<file path="src/rtl/bp_update_arbiter_pkg.sv">
// Shared definitions for the branch-predictor update path.
// Entry layout, default queue depth and source IDs live here.
package bp_defs;
  localparam int BP_ENTRY_W = 33;
  localparam int BP_DEPTH = 4;
  localparam int BP_PTR_W = 2;
  localparam int BP_IDX_W = 10;
  localparam logic BP_SRC_ROB = 1'b0;
  localparam logic BP_SRC_EX = 1'b1;

  typedef struct packed {
    logic [31:0] pc;
    logic taken;
  } bp_entry_t;
endpackage

</file>
<file path="src/rtl/bp_update_arbiter_if.sv">
// Producer-side handshakes for the RoB commit and ALU resolution
// update ports; master = producers, slave = arbiter.
interface bp_update_arbiter_if;
  logic rob_upd_valid;
  logic [31:0] rob_upd_pc;
  logic rob_upd_taken;
  logic rob_upd_ready;
  logic ex_upd_valid;
  logic [31:0] ex_upd_pc;
  logic ex_upd_taken;
  logic ex_upd_ready;

  modport master (
    output rob_upd_valid, rob_upd_pc, rob_upd_taken,
    output ex_upd_valid, ex_upd_pc, ex_upd_taken,
    input rob_upd_ready, ex_upd_ready
  );

  modport slave (
    input rob_upd_valid, rob_upd_pc, rob_upd_taken,
    input ex_upd_valid, ex_upd_pc, ex_upd_taken,
    output rob_upd_ready, ex_upd_ready
  );
endinterface

</file>
<file path="src/rtl/bp_update_fifo.sv">
// Dual-push, single-pop circular buffer with occupancy count and clear.
// When both pushes fire, slot 0 lands at tail and slot 1 at tail+1.
module bp_update_fifo
  import bp_defs::*;
#(
  parameter int DEPTH = BP_DEPTH,
  parameter int PTR_W = BP_PTR_W
) (
  input  logic clk,
  input  logic rst,
  input  logic clr,
  input  logic push0,
  input  bp_entry_t data0,
  input  logic push1,
  input  bp_entry_t data1,
  input  logic pop,
  output bp_entry_t head_data,
  output logic [PTR_W:0] count
);

  bp_entry_t mem [DEPTH];
  logic [PTR_W-1:0] head;
  logic [PTR_W-1:0] tail;
  logic [PTR_W-1:0] tail1;
  logic [1:0] npush;

  assign npush = {1'b0, push0} + {1'b0, push1};
  assign tail1 = tail + PTR_W'(push0);
  assign head_data = mem[head];

  always_ff @(posedge clk) begin
    if (push0) mem[tail] <= data0;
    if (push1) mem[tail1] <= data1;
  end

  always_ff @(posedge clk) begin
    if (rst || clr) begin
      head <= '0;
      tail <= '0;
      count <= '0;
    end else begin
      tail <= tail + PTR_W'(npush);
      if (pop) head <= head + PTR_W'(1);
      count <= count + (PTR_W+1)'(npush)
             - (PTR_W+1)'(pop);
    end
  end

endmodule

</file>
<file path="src/rtl/bp_update_arbiter.sv">
// Merges RoB and ALU branch outcomes into the predictor update port.
// Optional counters: define BP_UPDATE_STATS_EN.
module bp_update_arbiter
  import bp_defs::*;
#(
  parameter int DEPTH = BP_DEPTH,
  parameter int PTR_W = BP_PTR_W
) (
  input  logic clk_in,
  input  logic rst_in,
  input  logic rdy_in,
  input  logic flush_in,
  bp_update_arbiter_if.slave upd,
  output logic update_en,
  output logic [31:0] update_PC,
  output logic update_result,
  output logic busy
`ifdef BP_UPDATE_STATS_EN
  ,
  output logic [31:0] stat_updates,
  output logic [31:0] stat_taken,
  output logic [31:0] stat_drops
`endif
);

  logic [PTR_W:0] count;
  logic [PTR_W:0] free;
  logic run;
  logic clr;
  logic pop;
  logic push0;
  logic push1;
  logic rob_ready;
  logic ex_ready;
  bp_entry_t head_data;
  bp_entry_t rob_data;
  bp_entry_t ex_data;

  // Free space ignores a same-cycle pop to keep ready off the pop path.
  assign free = (PTR_W+1)'(DEPTH) - count;
  assign run = rdy_in & ~flush_in;
  assign clr = rdy_in & flush_in;
  assign pop = run & (count != '0);

  assign rob_ready = run & (free >= (PTR_W+1)'(1));
  assign ex_ready = run
    & ((free >= (PTR_W+1)'(2))
      | ((free == (PTR_W+1)'(1)) & ~upd.rob_upd_valid));

  assign upd.rob_upd_ready = rob_ready;
  assign upd.ex_upd_ready = ex_ready;

  assign push0 = upd.rob_upd_valid & rob_ready;
  assign push1 = upd.ex_upd_valid & ex_ready;
  assign rob_data = '{pc: upd.rob_upd_pc, taken: upd.rob_upd_taken};
  assign ex_data = '{pc: upd.ex_upd_pc, taken: upd.ex_upd_taken};

  bp_update_fifo #(
    .DEPTH(DEPTH),
    .PTR_W(PTR_W)
  ) u_fifo (
    .clk(clk_in),
    .rst(rst_in),
    .clr(clr),
    .push0(push0),
    .data0(rob_data),
    .push1(push1),
    .data1(ex_data),
    .pop(pop),
    .head_data(head_data),
    .count(count)
  );

  always_ff @(posedge clk_in) begin
    if (rst_in) begin
      update_en <= 1'b0;
      update_PC <= '0;
      update_result <= 1'b0;
    end else if (pop) begin
      update_en <= 1'b1;
      update_PC <= head_data.pc;
      update_result <= head_data.taken;
    end else begin
      update_en <= 1'b0;
    end
  end

  assign busy = (count != '0) | update_en;

`ifdef BP_UPDATE_STATS_EN
  always_ff @(posedge clk_in) begin
    if (rst_in) begin
      stat_updates <= '0;
      stat_taken <= '0;
      stat_drops <= '0;
    end else begin
      if (update_en) stat_updates <= stat_updates + 32'd1;
      if (update_en & update_result) stat_taken <= stat_taken + 32'd1;
      if (clr) stat_drops <= stat_drops + 32'(count);
    end
  end
`endif

endmodule
</file>
<file path="src/flat_wrapper.sv">
// flat-port wrapper written by rule: the top's interface ports become plain ports
module bp_update_arbiter_flat import bp_defs::*;
#(
  parameter int DEPTH = BP_DEPTH,
  parameter int PTR_W = BP_PTR_W
)
  (clk_in, rst_in, rdy_in, flush_in, update_en, update_PC, update_result, busy, upd_rob_upd_valid, upd_rob_upd_pc, upd_rob_upd_taken, upd_ex_upd_valid, upd_ex_upd_pc, upd_ex_upd_taken, upd_rob_upd_ready, upd_ex_upd_ready);
  bp_update_arbiter_if upd_i ();
  input  logic clk_in;
  input  logic rst_in;
  input  logic rdy_in;
  input  logic flush_in;
  output logic update_en;
  output logic [31:0] update_PC;
  output logic update_result;
  output logic busy;
  input wire logic [$bits(upd_i.rob_upd_valid)-1:0] upd_rob_upd_valid;
  input wire logic [$bits(upd_i.rob_upd_pc)-1:0] upd_rob_upd_pc;
  input wire logic [$bits(upd_i.rob_upd_taken)-1:0] upd_rob_upd_taken;
  input wire logic [$bits(upd_i.ex_upd_valid)-1:0] upd_ex_upd_valid;
  input wire logic [$bits(upd_i.ex_upd_pc)-1:0] upd_ex_upd_pc;
  input wire logic [$bits(upd_i.ex_upd_taken)-1:0] upd_ex_upd_taken;
  output wire logic [$bits(upd_i.rob_upd_ready)-1:0] upd_rob_upd_ready;
  output wire logic [$bits(upd_i.ex_upd_ready)-1:0] upd_ex_upd_ready;
  assign upd_i.rob_upd_valid = upd_rob_upd_valid;
  assign upd_i.rob_upd_pc = upd_rob_upd_pc;
  assign upd_i.rob_upd_taken = upd_rob_upd_taken;
  assign upd_i.ex_upd_valid = upd_ex_upd_valid;
  assign upd_i.ex_upd_pc = upd_ex_upd_pc;
  assign upd_i.ex_upd_taken = upd_ex_upd_taken;
  assign upd_rob_upd_ready = upd_i.rob_upd_ready;
  assign upd_ex_upd_ready = upd_i.ex_upd_ready;
  bp_update_arbiter #(.DEPTH(DEPTH), .PTR_W(PTR_W)) u_core (.clk_in(clk_in), .rst_in(rst_in), .rdy_in(rdy_in), .flush_in(flush_in), .upd(upd_i), .update_en(update_en), .update_PC(update_PC), .update_result(update_result), .busy(busy));
endmodule
</file>
<file path="config.mk">
export PLATFORM = sky130hd
export DESIGN_NAME = bp_update_arbiter_flat
export DESIGN_NICKNAME = d
export VERILOG_FILES = /design/src/rtl/bp_update_arbiter_pkg.sv /design/src/rtl/bp_update_arbiter_if.sv /design/src/rtl/bp_update_fifo.sv /design/src/rtl/bp_update_arbiter.sv /design/src/flat_wrapper.sv
export SDC_FILE = /design/constraint.sdc
export NUM_CORES = 1
export LEC_CHECK = 0
export BUFFER_PORTS_ARGS = -buffer_cell sky130_fd_sc_hd__buf_2
export CORE_ASPECT_RATIO = 1.4
export CORE_MARGIN = 3
export CORE_UTILIZATION = 30
export DETAILED_ROUTE_END_ITERATION = 7
export MAX_ROUTING_LAYER = met4
export SLEW_MARGIN = 30
export SYNTH_ARGS = -nofsm -noshare
export SYNTH_HDL_FRONTEND = slang
export SYNTH_HIERARCHICAL = 1
export SYNTH_SLANG_ARGS = --single-unit
</file>
<file path="constraint.sdc">
create_clock -name clk_in -period 5.3 [get_ports clk_in]
set_clock_uncertainty 0.15 [all_clocks]
set_input_delay 0.265 -clock clk_in [delete_from_list [all_inputs] [get_ports clk_in]]
set_output_delay 0.265 -clock clk_in [all_outputs]
set_load 0.1 [all_outputs]
</file>
# --- Yosys cells after proc, flatten, opt, wreduce, memory -nomap -nowiden ---
# Memories as Yosys holds them, arrays and structs flattened. A register that Yosys moved wholly into a read port is not among the register bits.
# Index checks and enable logic that the tools add are counted.
classes:
  add_sub_neg: 7
  n_lt_le_gt_ge: 2
  n_eq_ne: 1
  muxes: 5
  n_bitwise: 12
  n_reduce_logical: 2
op_table:
  columns: ["op", "count"]
  rows:
  - ["AND 1 bit", 8]
  - ["two-way mux 1 bit", 5]
  - ["adder 3 x 2 -> 3 bit", 1]
  - ["equality test 3 x 1 -> 1 bit (second input constant)", 1]
  - [">= comparator 3 x 1 -> 1 bit (second input constant)", 1]
  - [">= comparator 3 x 2 -> 1 bit (second input constant)", 1]
  - ["nonzero test 3 bit", 1]
  - ["subtractor 3 x 1 -> 3 bit", 1]
  - ["subtractor 3 bit (first input constant)", 1]
  - ["adder 1 x 1 -> 2 bit", 1]
  - ["adder 2 x 1 -> 2 bit", 1]
  - ["adder 2 x 1 -> 2 bit (second input constant)", 1]
  - ["adder 2 bit", 1]
  - ["NOT 1 bit", 2]
  - ["OR 1 bit", 2]
  - ["logical OR 1 bit", 1]
totals:
  regBits: 8
  mem_bits_rw: 132
  in_bits: 72
  output_inout_bits: 37
  elab_cells: 34
  memories: 1
memory_table:
  columns: ["name", "words", "width", "read_ports", "rd_ports_with_merged_regs", "wr", "line_no", "rtl"]
  rows:
  - ["u_core.u_fifo.mem", 4, 33, 1, 1, 2, "bp_update_fifo.sv:21", "bp_entry_t mem [DEPTH];"]

# --- Longest topological paths before layout ---
# Gate-level depths: netlist (run 1).
depth:
  depth_word: 9
  mapped_depth: 14

# --- Modules after synthesis ---
# The synthesis (run 1) kept the hierarchy.
by_module_without_submodules:
  columns: ["mod", "instances", "cells_each", "area_per_inst_um2", "seq_area_each_um2"]
  rows:
  - ["bp_update_fifo", 1, 371, 6950.4, 4144.0]
  - ["bp_update_arbiter", 1, 162, 1680.4, 680.7]

# --- Worst setup path before layout (run 1) ---
# OpenSTA, ideal clock, no wires.
synth_timing:
  kind: "register to register"
  startpoint: "register u_core.u_fifo.count[0]"
  endpoint: "memory u_core/u_fifo/mem[2][0] (netlist bit), enable pin"
  setup_ps: 469
  t_arrival_ps: 3663
  slack_ps: 1018
  path_stages_with_launch: 8
  synth_period_minus_slack_ps: 4282
  cell_sequence: "dfxtp_1 inv_1 ha_1 ha_1 nand2b_1 o311a_1 nand2_1 o21ai_0"
synth_lines:
  columns: ["element", "line_no", "rtl"]
  rows:
  - ["start: declaration", "bp_update_fifo.sv:18", "output logic [PTR_W:0] count"]
  - ["start signal: assignment", "bp_update_fifo.sv:44", "count <= count + (PTR_W+1)'(npush)"]
  - ["end: declaration", "bp_update_fifo.sv:21", null]

==> impl_metrics.toml, run 1 <==
[status]
run_status = "finished, final reports clean"

[sta]
finalCritPeriodShare_pct = 75.25
fin_setup_tns_ns = 0
rsz0062_at_grt = "no"
finalSetupViolations = 0
tightest_slew_ns = 0.8415
period_minus_slack_ns = 3.988
finalHoldViolCount = 0
relSlewSlack_pct = 43.77
drv_slew = 0
max_freq_ghz = 0.2507

[route]
postRouteAntennaNets = 0
drtPass1Iterations = 6
totalWireLength_um = 19820
route.detailed.drc = 0
vias_per_cell = 4.592
vias = 4702
initialDrtViolationCount = 224
wl_per_cell_um = 19.35

[worst_setup_path]
cp.required_ns = 5.21
cp_data_arrival_time_ns = 3.90
critPathTopFamily = "simple AND/OR/NAND/NOR gates"
slowest_delay_ns = 0.69
cp_common_cell = "ha_1"
startpoint_type = "register"
critical_path_class = "register to register"
path_cells = "inv_1, ha_1, ha_1, nand2b_1, o311a_1, ha_1, xnor2_2, and3_2, o21bai_4, buf_4"
crit_slowest_cell = "and3_2"
critPathMaxFanout = 33
cp-end-kind = "register"
critPathBufInv = 2

[floorplanning]
start_util_pct = 30.81
core_um2 = 28020
die-width_um = 149.4
row_count = 72
die_area_um2 = 30870
ios = 109
die_h_um = 206.7

[layout]
n_fill_cell = 2664
drive_above_1_share_pct = 49.92
area_growth_pct = 17.22
nets = 721

[global_routing]
grt_max_degree = 73
track_usage_pct = 13.62
top_usage_layer = "met2"
overflow = 0
grt_pass1_vias = 5190
use_met3_pct = 2.293
use_met1_pct = 15.78
use_met2_pct = 23.87
grt_pass1_wl_um = 30440
antenna_found_initial = 3

[clocking]
clk_path_buf_depth = 2
htreeDepth = 4
clock_latency_ns = 0.43
root_buffer = "clkbuf_16"
clk_pin_slew_worst_paths_ns = 0.07
postCtsSetupBuffers = 0
cts_sinks = 175
cts_tree = "built"
cts_buffers = 17

[logic_synthesis]
ys_ff_latch = 175
syn_area_per_cell_um2 = 16.19
synth_area_um2 = 8631
yosysSeqAreaShare_pct = 55.90
ys.flop_type = "edfxtp_1"
yosys_warnings = 6
syn_inst = 533
synth_nets = 616
synth_edf_count = 132
synth_async_sr_flop_share_pct = 0
ys_types = 35

[pwr]
ir_worst_vdd_mv = 0.1930
leakage_nw = 3.565
power.density_nw_per_um2 = 372.9
power_mw = 3.773

[place]
gp_congestion = 0.7016
numPortBuffers = 108
hpwl_um = 12370

[worst_hold_path]
holdCritPathClass = "primary input to register"

[run]
maxCapViolCount = 0
-- path summary, 6_finish.rpt --
kind / end / depth (start not counted) / slack, ns / startpoint
setup / recovery: u_core/u_fifo/mem[1][19]$_DFFE_PP_ / 10 / 1.31 / u_core/u_fifo/count[0]$_SDFF_PP0_
hold / removal: u_core/u_fifo/mem[2][30]$_DFFE_PP_ / 2 / 0.02 / upd_ex_upd_pc[29]
setup reg to reg: u_core/u_fifo/mem[1][19]$_DFFE_PP_ / 10 / 1.31 / u_core/u_fifo/count[0]$_SDFF_PP0_
hold reg to reg: u_core/update_PC[27]$_SDFFE_PP0P_ / 2 / 0.32 / u_core/update_PC[27]$_SDFFE_PP0P_
-- stage by stage --
stage          hold slack, ns  instances  setup slack [ns]  utilization (%)  area [um^2]
3_3_place_gp           0.3115        988             1.349            33.97         9517
5_1_grt              0.009953       1024             1.103            36.11        10120
6_report              0.02438       1024             1.312            36.11        10120
4_1_cts              0.001621       1021             1.242            36.08        10110
2_1_floorplan          0.1916        533             1.018                -         8631
3_5_place_dp           0.3120        988             1.273            33.99         9524
-- repair_timing --
item,4_1_cts,5_1_grt
hold buffers,1,0
gates resized for setup,0,0
endpoints found under the hold margin,1,0
-- sequential cells by signal, summed over array words and instances, names as in the netlist, named ones only --
signal                cells
u_core/u_fifo/count       3
u_core/u_fifo/head        2
u_core/u_fifo/mem       132
u_core/u_fifo/tail        2
u_core/update_PC         32
u_core/update_en          1
u_core/update_result      1
-- power breakdown --
part           internal (mW)  switching, mW
registers               1.60         0.0526
clock network          0.688          0.539
logic                  0.308          0.585
-- Yosys cell counts (2+ instances only) --
library cell	count	area (um^2)
nor3_1	4	20.02
xor2_1	2	17.52
buf_12	3	60.06
mux2_1	5	56.30
nand2_1	4	15.01
buf_2	7	35.03
nor2b_1	2	12.51
clkbuf_1	10	37.54
nand2b_1	70	437.9
inv_1	10	37.54
dfxtp_1	43	860.8
o31a_1	2	17.52
edfxtp_1	132	3964
o21ai_0	2	10.01
o311a_1	2	20.02
mux2_4	29	435.4
buf_4	5	37.54
mux4_2	33	743.2
mux2i_1	33	330.3
ha_1	10	125.1
xnor2_1	4	35.03
and2_1	4	25.02
buf_6	8	90.09
mux2_2	98	1104
-- placed cells by master, fill, tap and decap left out, types with 2 or more instances in the layout --
cell type	count
edfxtp_1	132
buf_2	108
mux2_2	98
nand2b_1	69
dfxtp_1	41
mux2i_1	33
mux4_2	33
mux2_4	29
clkbuf_16	18
inv_1	10
ha_1	10
buf_4	10
clkinv_2	6
mux2_1	5
and2_1	4
xnor2_1	4
nor3_1	4
diode_2	3
clkinv_4	3
nand2_1	3
inv_6	2
nor2b_1	2
o31a_1	2
o311a_1	2
o21ai_4	2
xor2_1	2
-- layout make-up --
cell class | count | area, um^2 | area share [%]
antenna | 3 | 7.507 | 0.07420
clock buffer | 19 | 464.2 | 4.588
clock inverter | 13 | 111.4 | 1.101
inverter | 10 | 37.54 | 0.3710
multi-input combinational | 315 | 3578 | 35.37
sequential | 175 | 4830 | 47.74
tap | 370 | 462.9 | 4.576
timing repair buffer | 119 | 625.6 | 6.184
-- routing by layer --
layer	vias to the layer above	routed length [um]
met4	0	310
li1	2231	-
met2	82	10740
met3	18	530
met1	2371	8240
met5	-	0
-- kinds of logic after synthesis --
group           Yosys count  share of synthesized area (%)
buf+inv                  43                          3.450
fa+ha+maj                11                          1.682
xor+xnor                  7                         0.7974
mux                     198                          30.92
simple gates             91                          6.538
flops                   175                          55.90
compound gates            8                         0.7105
Power figures use the tool's default switching activity.
==> run 2: changes to the inputs <==
- clock period: 5.3 -> 4.2 ns (I/O delays scaled with it)
==> impl_metrics.toml, run 2 (same netlist as run 1, synthesis figures left out) <==
[worst_setup_path]
startpoint_type = "register"
cp_data_arrival_time_ns = 4.00
cp_common_cell = "ha_1"
slowest_delay_ns = 0.56
crit_slowest_cell = "dlygate4sd3_1"
critPathBufInv = 3
critPathMaxFanout = 17
cp-end-kind = "register"
critPathTopFamily = "buffers and inverters"
cp.required_ns = 4.23
path_cells = "inv_1, ha_1, ha_1, nand2b_1, o311a_1, ha_1, xnor2_4, nand2b_2, buf_4, mux2_1, dlygate4sd3_1"
critical_path_class = "register to register"

[pwr]
ir_worst_vdd_mv = 0.2931
leakage_nw = 3.981
power_mw = 4.886
power.density_nw_per_um2 = 438.4

[route]
vias = 5115
route.detailed.drc = 0
vias_per_cell = 4.567
drtPass1Iterations = 4
totalWireLength_um = 20420
wl_per_cell_um = 18.23
postRouteAntennaNets = 0
initialDrtViolationCount = 352

[sta]
rsz0062_at_grt = "no"
finalHoldViolCount = 0
finalSetupViolations = 0
drv_slew = 0
period_minus_slack_ns = 3.970
relSlewSlack_pct = 42.76
fin_setup_tns_ns = 0
holdWs_ns = 0.02333
tightest_slew_ns = 0.8554
max_freq_ghz = 0.2519
finalCritPeriodShare_pct = 94.53

[layout]
n_antenna_cell = 0
largest-register = "u_core/u_fifo/mem"
reg_top3 = "u_core/u_fifo/mem: 132 flops, u_core/update_PC: 32 flops, u_core/u_fifo/count: 3 flops"
layout_commonest_cell = "edfxtp_1"
drive_above_1_share_pct = 44.13
mostFrequentLayoutCells = "edfxtp_1 (132), buf_2 (108), mux2_2 (98)"
nets = 820
largest_reg_flops = 132
area_growth_pct = 29.12

[place]
hpwl_um = 13420
numPortBuffers = 108
gp_congestion = 0.7250

[clocking]
root_buffer = "clkbuf_16"
clk_path_buf_depth = 2
clock_latency_ns = 0.43
cts_buffers = 17
clk_pin_slew_worst_paths_ns = 0.07
cts_tree = "built"
htreeDepth = 4
cts_sinks = 175

[floorplanning]
die_area_um2 = 30870
core_um2 = 28020
die-width_um = 149.4
start_util_pct = 30.81
die_h_um = 206.7
ios = 109
row_count = 72

[global_routing]
grt_max_degree = 39
antenna_found_initial = 0
overflow = 0
grt_pass1_wl_um = 31600
track_usage_pct = 14.03
grt_pass1_vias = 5529

[worst_hold_path]
holdCritPathClass = "primary input to register"

[run]
maxCapViolCount = 0

[status]
run_status = "finished, final reports clean"
[run 2: area by class of cell]
cell class	instances	area [um^2]
Clock buffer	17	425.4
Clock inverter	15	157.7
Fill cell	2596	16870
Inverter	10	37.54
Multi-Input combinational cell	315	3585
Sequential cell	175	4830
Tap cell	370	462.9
Timing Repair Buffer	218	1647
[run 2: repair_timing]
item                                    CTS  global route
endpoints found under the hold margin   126             0
endpoints found under the setup margin    0             4
resized for setup                         0             1
hold buffers                             94             0
setup buffers                             0             0
[run 2: path summary, 6_finish.rpt]
path	start	end	slack [ns]	depth (start not counted)
setup / recovery	u_core/u_fifo/count[0]$_SDFF_PP0_	u_core/u_fifo/mem[2][13]$_DFFE_PP_	0.23	11
hold / removal	upd_ex_upd_taken	u_core/u_fifo/mem[0][0]$_DFFE_PP_	0.02	2
setup reg to reg	u_core/u_fifo/count[0]$_SDFF_PP0_	u_core/u_fifo/mem[2][13]$_DFFE_PP_	0.23	11
hold reg to reg	u_core/update_PC[15]$_SDFFE_PP0P_	u_core/update_PC[15]$_SDFFE_PP0P_	0.32	2
[run 2: where the power goes]
part	internal (mW)	total, mW	switching (mW)
Combinational	0.466	1.24	0.771
Sequential	2.02	2.08	0.0603
Clock	0.882	1.57	0.688
[run 2: metal layers]
| layer | share of wire (%) | track usage, % | up-vias |
|---|---|---|---|
| li1 | - | - | 2423 |
| met1 | 40 | 15.48 | 2593 |
| met5 | 0 | - | - |
| met4 | 1.2 | 4.318 | 0 |
| met2 | 56 | 25.89 | 85 |
| met3 | 2.5 | 2.249 | 14 |
[run 2: per-stage QoR]
step                instance area (um^2)  utilization [%]  setup WS, ns  instances
floorplan                           8631                -        0.2638        533
global placement                    9579            34.19        0.7193        993
detailed placement                  9609            34.30        0.7041        994
CTS                                11130            39.74        0.1564       1120
global route                       11140            39.78       0.06074       1120
finish                             11140            39.78        0.2296       1120
==> run 3: changes to the inputs <==
- PLACE_DENSITY: default -> 0.53
==> impl_metrics.toml, run 3 (same netlist as run 1, synthesis figures left out) <==
[place]
numPortBuffers = 108
dp.cells = 998
gp_congestion = 0.7745
hpwl_um = 13760

[sta]
drv_slew = 0
relSlewSlack_pct = 40.27
fin_setup_tns_ns = 0
finalCritPeriodShare_pct = 95.18
period_minus_slack_ns = 3.998
finalSetupViolations = 0
max_freq_ghz = 0.2501
finalHoldViolCount = 0
rsz0062_at_grt = "no"
tightest_slew_ns = 0.8936
holdWs_ns = 0.01712

[layout]
finish.utilization_pct = 40.08
mostFrequentLayoutCells = "edfxtp_1 (132), buf_2 (108), mux2_2 (98)"
largest-register = "u_core/u_fifo/mem"
fin_cells = 1127
drive_above_1_share_pct = 44.25
n_fill_cell = 2612
area_growth_pct = 30.10
layout_commonest_cell = "edfxtp_1"
largest_reg_flops = 132
n_antenna_cell = 0
reg_top3 = "u_core/u_fifo/mem: 132 flops, u_core/update_PC: 32 flops, u_core/u_fifo/count: 3 flops"
nets = 827

[floorplanning]
row_count = 72
core_um2 = 28020
die-width_um = 149.4
ios = 109
die_area_um2 = 30870
die_h_um = 206.7
start_util_pct = 30.81

[worst_setup_path]
reg2reg_to = "u_core/u_fifo/mem[2][1]$_DFFE_PP_"
cp_data_arrival_time_ns = 4.03
reg2reg_depth = 11
critical_path_class = "register to register"
startpoint_type = "register"
crit_start = "u_core/u_fifo/count[0]$_SDFF_PP0_"
cp.required_ns = 4.23
timing.rr.start = "u_core/u_fifo/count[0]$_SDFF_PP0_"
reg2reg_slack_ns = 0.20
critPathMaxFanout = 17
worstSetupEndpoint = "u_core/u_fifo/mem[2][1]$_DFFE_PP_"
cp-end-kind = "register"

[clocking]
htreeDepth = 4
clk_pin_slew_worst_paths_ns = 0.07
root_buffer = "clkbuf_16"
clock_latency_ns = 0.43
cts_buffers = 17
cts_tree = "built"
clk_path_buf_depth = 2
cts_sinks = 175

[route]
totalWireLength_um = 21190
route.detailed.drc = 0
drtPass1Iterations = 5
initialDrtViolationCount = 273
postRouteAntennaNets = 0
wl_per_cell_um = 18.80
vias = 5164
vias_per_cell = 4.582

[global_routing]
grt_pass1_vias = 5770
grt_pass1_wl_um = 33180
grt_max_degree = 39
track_usage_pct = 14.71
overflow = 0
antenna_found_initial = 0

[worst_hold_path]
holdCritPathClass = "primary input to register"

[pwr]
power.density_nw_per_um2 = 438.9
ir_worst_vdd_mv = 0.2984
leakage_nw = 4.023

[status]
run_status = "finished, final reports clean"

[run]
maxCapViolCount = 0
[run 3: layer usage]
| layer | up-vias | track usage (%) | share of wire (%) |
|---|---|---|---|
| met5 | - | - | 0 |
| met4 | 0 | 4.580 | 1.4 |
| met3 | 24 | 2.424 | 2.3 |
| met2 | 78 | 27.35 | 57 |
| met1 | 2629 | 15.98 | 39 |
| li1 | 2433 | - | - |
[run 3: worst max-delay path, stage by stage (launching register included)]
cell	delay, ns
dfxtp_1	0.41
inv_1	0.09
ha_1	0.20
ha_1	0.27
nand2b_1	0.10
o311a_1	0.37
ha_1	0.29
xnor2_4	0.31
nand2b_4	0.27
buf_4	0.32
mux2_2	0.38
dlygate4sd3_1	0.57
[run 3: worst min-delay path by stage]
| stage | start | slack, ns | depth (start not counted) | end |
|---|---|---|---|---|
| 2_1_floorplan | rst_in | 0.14 | 1 | u_core/u_fifo/count[2]$_SDFF_PP0_ |
| 3_3_place_gp | u_core/update_PC[4]$_SDFFE_PP0P_ | 0.31 | 2 | u_core/update_PC[4]$_SDFFE_PP0P_ |
| 3_5_place_dp | u_core/update_result$_SDFFE_PP0P_ | 0.31 | 2 | u_core/update_result$_SDFFE_PP0P_ |
| 4_1_cts | upd_rob_upd_pc[5] | 0.0009 | 2 | u_core/u_fifo/mem[1][6]$_DFFE_PP_ |
| 5_1_grt | upd_rob_upd_pc[5] | 0.007 | 2 | u_core/u_fifo/mem[1][6]$_DFFE_PP_ |
| 6_report | upd_rob_upd_pc[5] | 0.02 | 2 | u_core/u_fifo/mem[1][6]$_DFFE_PP_ |
[run 3: power by group]
part / leakage [nW] / switching, mW / internal, mW
Clock: 0.277 / 0.685 / 0.908
Sequential: 1.55 / 0.0702 / 2.02
Combinational: 2.20 / 0.767 / 0.480
Total: 4.02 / 1.52 / 3.41
[run 3: repair_timing]
item                       CTS  global route
hold endpoints to repair   127             0
setup endpoints to repair    0             5
gates resized for setup      0             2
hold buffers                97             0
buffers inserted             0             0
[run 3: layout make-up]
type                    count  area [um^2]  area share, %
inverters                  10        37.54         0.3343
clock buffers              19        452.9          4.034
well taps                 370        462.9          4.123
multi-input cells         315         3590          31.97
flip-flops and latches    175         4830          43.01
clock inverters            13        138.9          1.237
repair buffers            225         1717          15.29
[run 3: per-stage QoR]
step	setup WS [ns]	cell area, um^2	power (mW)
floorplan	0.2638	8631	3.022
CTS	0.04431	11210	4.985
finish	0.2023	11230	4.928
detailed placement	0.6242	9649	3.311
global route	0.02533	11230	5.141
global placement	0.7102	9574	3.267
